## src/rtl/fir_coe_pkg.sv

```systemverilog
// fir_coe_pkg: shared state encoding, default sizes and tap-count helper for the coefficient sender
package fir_coe_pkg;
  typedef enum logic [2:0] {IDLE, SEND, GAP, LOAD, HOLD} state_t;
  localparam int COE_NUM_DEF = 51;
  localparam int COE_WDTH_DEF = 29;
  function automatic int coe_half(input int n);
    return (n + 1) / 2;
  endfunction
endpackage

```

## src/rtl/fir_coe_send_if.sv

```systemverilog
// fir_coe_send_if: host-side write/start inputs and reload-receiver outputs of the coefficient sender
interface fir_coe_send_if import fir_coe_pkg::*; #(
  parameter int COE_NUM = COE_NUM_DEF,
  parameter int COE_WDTH = COE_WDTH_DEF
);
  localparam int ADDR_W = $clog2(coe_half(COE_NUM));
  logic host_wr_en;
  logic [ADDR_W-1:0] host_wr_addr;
  logic [COE_WDTH-1:0] host_wr_data;
  logic [31:0] host_dec;
  logic host_start;
  logic busy;
  logic done;
  logic wr_err;
  logic start_err;
  logic coe_vld;
  logic coe_sop;
  logic [COE_WDTH-1:0] coe_din;
  logic coe_load;
  logic [31:0] coe_fir_dec;
  modport master (
    output host_wr_en, host_wr_addr, host_wr_data, host_dec, host_start,
    input busy, done, wr_err, start_err, coe_vld, coe_sop, coe_din, coe_load, coe_fir_dec
  );
  modport slave (
    input host_wr_en, host_wr_addr, host_wr_data, host_dec, host_start,
    output busy, done, wr_err, start_err, coe_vld, coe_sop, coe_din, coe_load, coe_fir_dec
  );
endinterface

```

## src/rtl/fir_coe_buf.sv

```systemverilog
// fir_coe_buf: coefficient register file with range-checked write port and one registered read port
module fir_coe_buf #(
  parameter int DEPTH = 26,
  parameter int WDTH = 29,
  parameter int AW = 5
) (
  input  logic clk,
  input  logic rst_n,
  input  logic wr_en,
  input  logic wr_lock,
  input  logic [AW-1:0] wr_addr,
  input  logic [WDTH-1:0] wr_data,
  input  logic rd_en,
  input  logic [AW-1:0] rd_addr,
  output logic [WDTH-1:0] rd_data,
  output logic wr_err
);
  logic [WDTH-1:0] mem [DEPTH];
  logic wr_ok;
  assign wr_ok = wr_en && !wr_lock && ({1'b0, wr_addr} < (AW + 1)'(DEPTH));
  // a write landing in the same cycle as the read is forwarded so it reaches the burst
  always_ff @(posedge clk)
    if (!rst_n) begin
      for (int i = 0; i < DEPTH; i++) mem[i] <= '0;
      rd_data <= '0;
      wr_err <= 1'b0;
    end else begin
      if (wr_ok) mem[wr_addr] <= wr_data;
      if (rd_en) rd_data <= (wr_ok && wr_addr == rd_addr) ? wr_data : mem[rd_addr];
      wr_err <= wr_en && !wr_ok;
    end
endmodule

```

## src/rtl/fir_coe_send.sv

```systemverilog
// fir_coe_send: serialises buffered FIR coefficients as one burst, then a settle gap, a load pulse and a hold window
module fir_coe_send import fir_coe_pkg::*; #(
  parameter int COE_NUM = COE_NUM_DEF,
  parameter int COE_WDTH = COE_WDTH_DEF,
  parameter int GAP_CYC = 4,
  parameter int HOLD_CYC = 16
) (
  input logic clk,
  input logic rst_n,
  fir_coe_send_if.slave bus
);
  localparam int N = coe_half(COE_NUM);
  localparam int AW = $clog2(N);
  localparam int TW = $clog2((GAP_CYC > HOLD_CYC ? GAP_CYC : HOLD_CYC) + 1);
  state_t state, nxt;
  logic [AW-1:0] wcnt, nxt_wcnt;
  logic [TW-1:0] tcnt, nxt_tcnt;
  logic start_ok;
  assign start_ok = bus.host_start && state == IDLE;
  always_comb begin
    nxt = state;
    nxt_wcnt = wcnt;
    nxt_tcnt = tcnt;
    case (state)
      IDLE: if (bus.host_start) begin nxt = SEND; nxt_wcnt = '0; end
      SEND: if (wcnt == AW'(N - 1)) begin nxt = GAP; nxt_tcnt = '0; end
            else nxt_wcnt = wcnt + 1'b1;
      GAP:  if (tcnt == TW'(GAP_CYC - 1)) nxt = LOAD;
            else nxt_tcnt = tcnt + 1'b1;
      LOAD: begin nxt = HOLD; nxt_tcnt = '0; end
      HOLD: if (tcnt == TW'(HOLD_CYC - 1)) nxt = IDLE;
            else nxt_tcnt = tcnt + 1'b1;
      default: nxt = IDLE;
    endcase
  end
  // outputs are registered from the next state so they line up with the state they describe
  always_ff @(posedge clk)
    if (!rst_n) begin
      state <= IDLE;
      wcnt <= '0;
      tcnt <= '0;
      bus.busy <= 1'b0;
      bus.done <= 1'b0;
      bus.start_err <= 1'b0;
      bus.coe_vld <= 1'b0;
      bus.coe_sop <= 1'b0;
      bus.coe_load <= 1'b0;
      bus.coe_fir_dec <= '0;
    end else begin
      state <= nxt;
      wcnt <= nxt_wcnt;
      tcnt <= nxt_tcnt;
      bus.busy <= nxt != IDLE;
      bus.done <= nxt == HOLD && nxt_tcnt == TW'(HOLD_CYC - 1);
      bus.start_err <= bus.host_start && state != IDLE;
      bus.coe_vld <= nxt == SEND;
      bus.coe_sop <= start_ok;
      bus.coe_load <= nxt == LOAD;
      if (start_ok) bus.coe_fir_dec <= bus.host_dec;
    end
  fir_coe_buf #(.DEPTH(N), .WDTH(COE_WDTH), .AW(AW)) u_buf (
    .clk(clk),
    .rst_n(rst_n),
    .wr_en(bus.host_wr_en),
    .wr_lock(state == SEND),
    .wr_addr(bus.host_wr_addr),
    .wr_data(bus.host_wr_data),
    .rd_en(nxt == SEND),
    .rd_addr(nxt_wcnt),
    .rd_data(bus.coe_din),
    .wr_err(bus.wr_err)
  );
endmodule

```

## src/flat_wrapper.sv

```systemverilog
// flat-port wrapper written by rule: the top's interface ports become plain ports
module fir_coe_send_flat import fir_coe_pkg::*;
#(
  parameter int COE_NUM = COE_NUM_DEF,
  parameter int COE_WDTH = COE_WDTH_DEF,
  parameter int GAP_CYC = 4,
  parameter int HOLD_CYC = 16
)
  (clk, rst_n, bus_host_wr_en, bus_host_wr_addr, bus_host_wr_data, bus_host_dec, bus_host_start, bus_busy, bus_done, bus_wr_err, bus_start_err, bus_coe_vld, bus_coe_sop, bus_coe_din, bus_coe_load, bus_coe_fir_dec);
  fir_coe_send_if #(.COE_NUM(COE_NUM), .COE_WDTH(COE_WDTH)) bus_i ();
  input logic clk;
  input logic rst_n;
  input wire logic [$bits(bus_i.host_wr_en)-1:0] bus_host_wr_en;
  input wire logic [$bits(bus_i.host_wr_addr)-1:0] bus_host_wr_addr;
  input wire logic [$bits(bus_i.host_wr_data)-1:0] bus_host_wr_data;
  input wire logic [$bits(bus_i.host_dec)-1:0] bus_host_dec;
  input wire logic [$bits(bus_i.host_start)-1:0] bus_host_start;
  output wire logic [$bits(bus_i.busy)-1:0] bus_busy;
  output wire logic [$bits(bus_i.done)-1:0] bus_done;
  output wire logic [$bits(bus_i.wr_err)-1:0] bus_wr_err;
  output wire logic [$bits(bus_i.start_err)-1:0] bus_start_err;
  output wire logic [$bits(bus_i.coe_vld)-1:0] bus_coe_vld;
  output wire logic [$bits(bus_i.coe_sop)-1:0] bus_coe_sop;
  output wire logic [$bits(bus_i.coe_din)-1:0] bus_coe_din;
  output wire logic [$bits(bus_i.coe_load)-1:0] bus_coe_load;
  output wire logic [$bits(bus_i.coe_fir_dec)-1:0] bus_coe_fir_dec;
  assign bus_i.host_wr_en = bus_host_wr_en;
  assign bus_i.host_wr_addr = bus_host_wr_addr;
  assign bus_i.host_wr_data = bus_host_wr_data;
  assign bus_i.host_dec = bus_host_dec;
  assign bus_i.host_start = bus_host_start;
  assign bus_busy = bus_i.busy;
  assign bus_done = bus_i.done;
  assign bus_wr_err = bus_i.wr_err;
  assign bus_start_err = bus_i.start_err;
  assign bus_coe_vld = bus_i.coe_vld;
  assign bus_coe_sop = bus_i.coe_sop;
  assign bus_coe_din = bus_i.coe_din;
  assign bus_coe_load = bus_i.coe_load;
  assign bus_coe_fir_dec = bus_i.coe_fir_dec;
  fir_coe_send #(.COE_NUM(COE_NUM), .COE_WDTH(COE_WDTH), .GAP_CYC(GAP_CYC), .HOLD_CYC(HOLD_CYC)) u_core (.clk(clk), .rst_n(rst_n), .bus(bus_i));
endmodule
```

## config.mk

```make
export PLATFORM = sky130hd
export DESIGN_NAME = fir_coe_send_flat
export DESIGN_NICKNAME = d
export VERILOG_FILES = /design/src/rtl/fir_coe_pkg.sv /design/src/rtl/fir_coe_send_if.sv /design/src/rtl/fir_coe_buf.sv /design/src/rtl/fir_coe_send.sv /design/src/flat_wrapper.sv
export SDC_FILE = /design/constraint.sdc
export NUM_CORES = 2
export LEC_CHECK = 0
export BUFFER_PORTS_ARGS = -buffer_cell sky130_fd_sc_hd__buf_2
export CAP_MARGIN = 10
export CORE_AREA = 2 2 347 212
export CTS_CLUSTER_DIAMETER = 120
export CTS_CLUSTER_SIZE = 14
export DETAILED_ROUTE_END_ITERATION = 6
export DIE_AREA = 0 0 349 214
export HOLD_SLACK_MARGIN = 0.06
export PLACE_DENSITY = 0.82
export SYNTH_ARGS = -nofsm -noshare
export SYNTH_HDL_FRONTEND = slang
export SYNTH_SLANG_ARGS = --single-unit
```

## constraint.sdc

```tcl
create_clock -name clk -period 7.5 [get_ports clk]
set_input_delay 1.875 -clock clk [delete_from_list [all_inputs] [get_ports clk]]
set_output_delay 1.875 -clock clk [all_outputs]
set_load 0.02 [all_outputs]
```

==> flow_summary.toml <==
[sta]
tns_ps = 0
worst_pin_slew_ps = 1360
rsz0062_at_grt = "false"
fmax_mhz = 183
finalCritPeriodShare_pct = 72.8
relSlewSlack_pct = 9.56
final_max_slew_viol_count = 0
period_minus_slack_ps = 5460
fin_skew_ps = 20.3
hold_viol_final = 0
setup_violations = 0

[global_route]
overflow = 0
grt_max_degree = 209
grt_pass1_vias = 31700
grt_pass1_wl_um = 192000
grt_antenna_before_repair = 7
grt_usage_pct = 33.9

[synth]
ys.flop_type = "edfxtp_1"
ys_ff_latch = 1009
ys_seq_area_share_pct = 64.1
synth_cell_type_count = 67
syn_inst = 4100
synth_warnings = 0
async_flop_share_pct = 0
syn_area_um2 = 46000
syn_area_per_cell_um2 = 11.2
synth_edf_count = 928

[drt]
detail_route.iter0.violations = 6174
vias = 33500
totalWireLength_um = 129000
viasPerCell = 6.48
drc = 0
detail-route-antenna-nets = 0
dr.pass1.iters = 7
wl_per_cell_um = 24.9

[setup_path]
critPathRequiredTime_ps = 8080
r2r_setup_slack_ps = 2750
cpPeakStageDelay_ps = 1110
timing.rr.end = "u_core.u_buf.rd_data[15]"
path_common_cell = "a21oi_1"
cp-end-kind = "flop"
crit_chain = "buf_2 -> or4b_1 -> o211a_4 -> or2_4 -> buf_4 -> nand3_1 -> a21oi_1 -> nor4_1 -> nand4_1 -> a21oi_1"
cp-start-kind = "primary input"
reg2reg_depth = 9
worstSetupPathType = "in2reg"
r2r_start = "u_core.state[2]"
path_max_fanout = 56
critPathSlowestCell = "nor4_1"
arrival_ps = 6030

[clock_tree]
clkSlewWorstSetupHoldPaths_ps = 60
cts.root.buffer_cell = "clkbuf_16"
worstSkewPairLatency_ps = 650
cts_sinks = 1009
postCtsResizedCells = 0
cts_tree = "built"
h-tree-depth = 3
cts_setup_buffers = 0
numCtsBuffers = 82
clk_path_buf_depth = 3
holdBufCountCts = 0

[worst_hold_path]
holdPathEnd = "u_core.bus.coe_fir_dec[14]"
whs_path_depth = 2
min_path_type = "reg2reg"
hold_start = "u_core.bus.coe_fir_dec[14]"

[floorplan]
std_cell_rows = 76
die_x_um = 349
core_um2 = 71200
die_h_um = 214
dieArea_um2 = 74700
start_util_pct = 64.6
pin_count = 138

[pwr]
p_int_mw = 8.69
power_frac_seq_pct = 56.8
p_clk_share_pct = 34.8
leakage_nw = 18.8
powerDensity_nw_per_um2 = 227
comb_power_share_pct = 8.5
switchingPower_mw = 2.74
swShare_pct = 24.0
vdd_drop_max_uv = 179

[layout]
area_growth_pct = 9.45
n_fill_cell = 4947
drive_gt1_share_pct = 9.56
utilization_pct = 70.7
layout_common_cells = "edfxtp_1, and2_1, nand2_1"
layout.nets = 4262
final_common_cell = "edfxtp_1"

[outcome]
status = "completed"

[place]
place_congestion = 0.876
port_buffers = 137
post-dp-hpwl_um = 70300

[job]
cap_violations = 0
## metal layers
metal	track usage (%)	vias to the layer above	share of wire, %
met2	49.0	2340	43
met3	10.7	297	15
li1	-	14600	-
met4	11.0	4	3.1
met5	0	-	0.014
met1	49.2	16200	38
## cells by family (layout without fill, tap and decap cells)
group | after synthesis | in the layout | synth area share (%)
xor+xnor | 2 | 2 | 0.0381
mux | 8 | 8 | 0.174
fa+ha+maj | 5 | 5 | 0.136
compound gates | 743 | 743 | 9.57
flops | 1009 | 1009 | 64.1
simple gates | 1926 | 1926 | 22.3
buf+inv | 406 | 357 | 3.65
other cells | 1 | 180 | 0.00815
## state kept, by name, summed over array words and instances (netlist names), 3 cells and up
signal                  count
u_core.bus.coe_fir_dec     32
u_core.state                3
u_core.tcnt                 5
u_core.u_buf.mem          928
u_core.u_buf.rd_data       29
u_core.wcnt                 5
## worst max path at each step
| stage | start | to | slack, ps | cells after the start |
|---|---|---|---|---|
| 2_1_floorplan | bus_host_wr_addr[1] | u_core.u_buf.mem[12][0] | 1960 | 6 |
| 3_3_place_gp | bus_host_start | u_core.u_buf.rd_data[10] | 1680 | 10 |
| 3_5_place_dp | bus_host_start | u_core.u_buf.rd_data[10] | 1670 | 10 |
| 4_1_cts | bus_host_start | u_core.u_buf.rd_data[10] | 2330 | 10 |
| 5_1_grt | bus_host_start | u_core.u_buf.rd_data[15] | 1980 | 10 |
| 6_report | bus_host_start | u_core.u_buf.rd_data[15] | 2040 | 10 |
## worst max-delay path, delay by kind of cell
family,cells,cell delay [ps]
AO/OA/AOI/OAI,3,650
buffers and inverters,2,520
AND/OR/NAND/NOR,5,2920
## synthesized netlist by cell type, types with 27 or more instances
cell type / instances / area (um2)
or3_1: 57 / 357
nand3_1: 414 / 2070
o221ai_1: 30 / 263
a32o_1: 54 / 541
o21ai_0: 244 / 1220
clkbuf_1: 319 / 1200
nand4_1: 36 / 225
nor2_1: 44 / 165
dfxtp_1: 81 / 1620
nand2_1: 517 / 1940
buf_2: 50 / 250
a21oi_1: 309 / 1550
a22oi_1: 28 / 210
nor4_1: 27 / 169
a21boi_0: 33 / 248
and2_1: 763 / 4770
edfxtp_1: 928 / 27900
## metrics by stage
stage          std cells  power (mW)  instance area, um2  worst slack, ps  hold slack [ps]
2_1_floorplan       4273        7.17               46600             1960              532
3_3_place_gp        5037        7.51               48100             1680              449
3_5_place_dp        5037        7.54               48100             1670              456
4_1_cts             5158        11.4               50300             2330              464
5_1_grt             5161        11.7               50300             1980              488
6_report            5166        11.4               50300             2040              462
## cell type report
type	count	area (um2)	share of cell area, %
Sequential cell	1009	29500	58.6
Clock buffer	117	2200	4.38
Clock inverter	4	42.5	0.0845
Antenna cell	6	15.0	0.0298
Timing Repair Buffer	228	1490	2.96
Multi-Input combinational cell	2858	15900	31.6
Tap cell	936	1170	2.33
Inverter	8	30.0	0.0596
## power by group through the flow
stage	clock [mW]	sequential, mW	combinational, mW
2_1_floorplan	0	6.62	0.542
3_3_place_gp	0	6.60	0.913
3_5_place_dp	0	6.61	0.933
4_1_cts	3.97	6.49	0.938
5_1_grt	4.18	6.50	1.04
6_report	3.97	6.49	0.968
(Power assumes the default switching activity.)
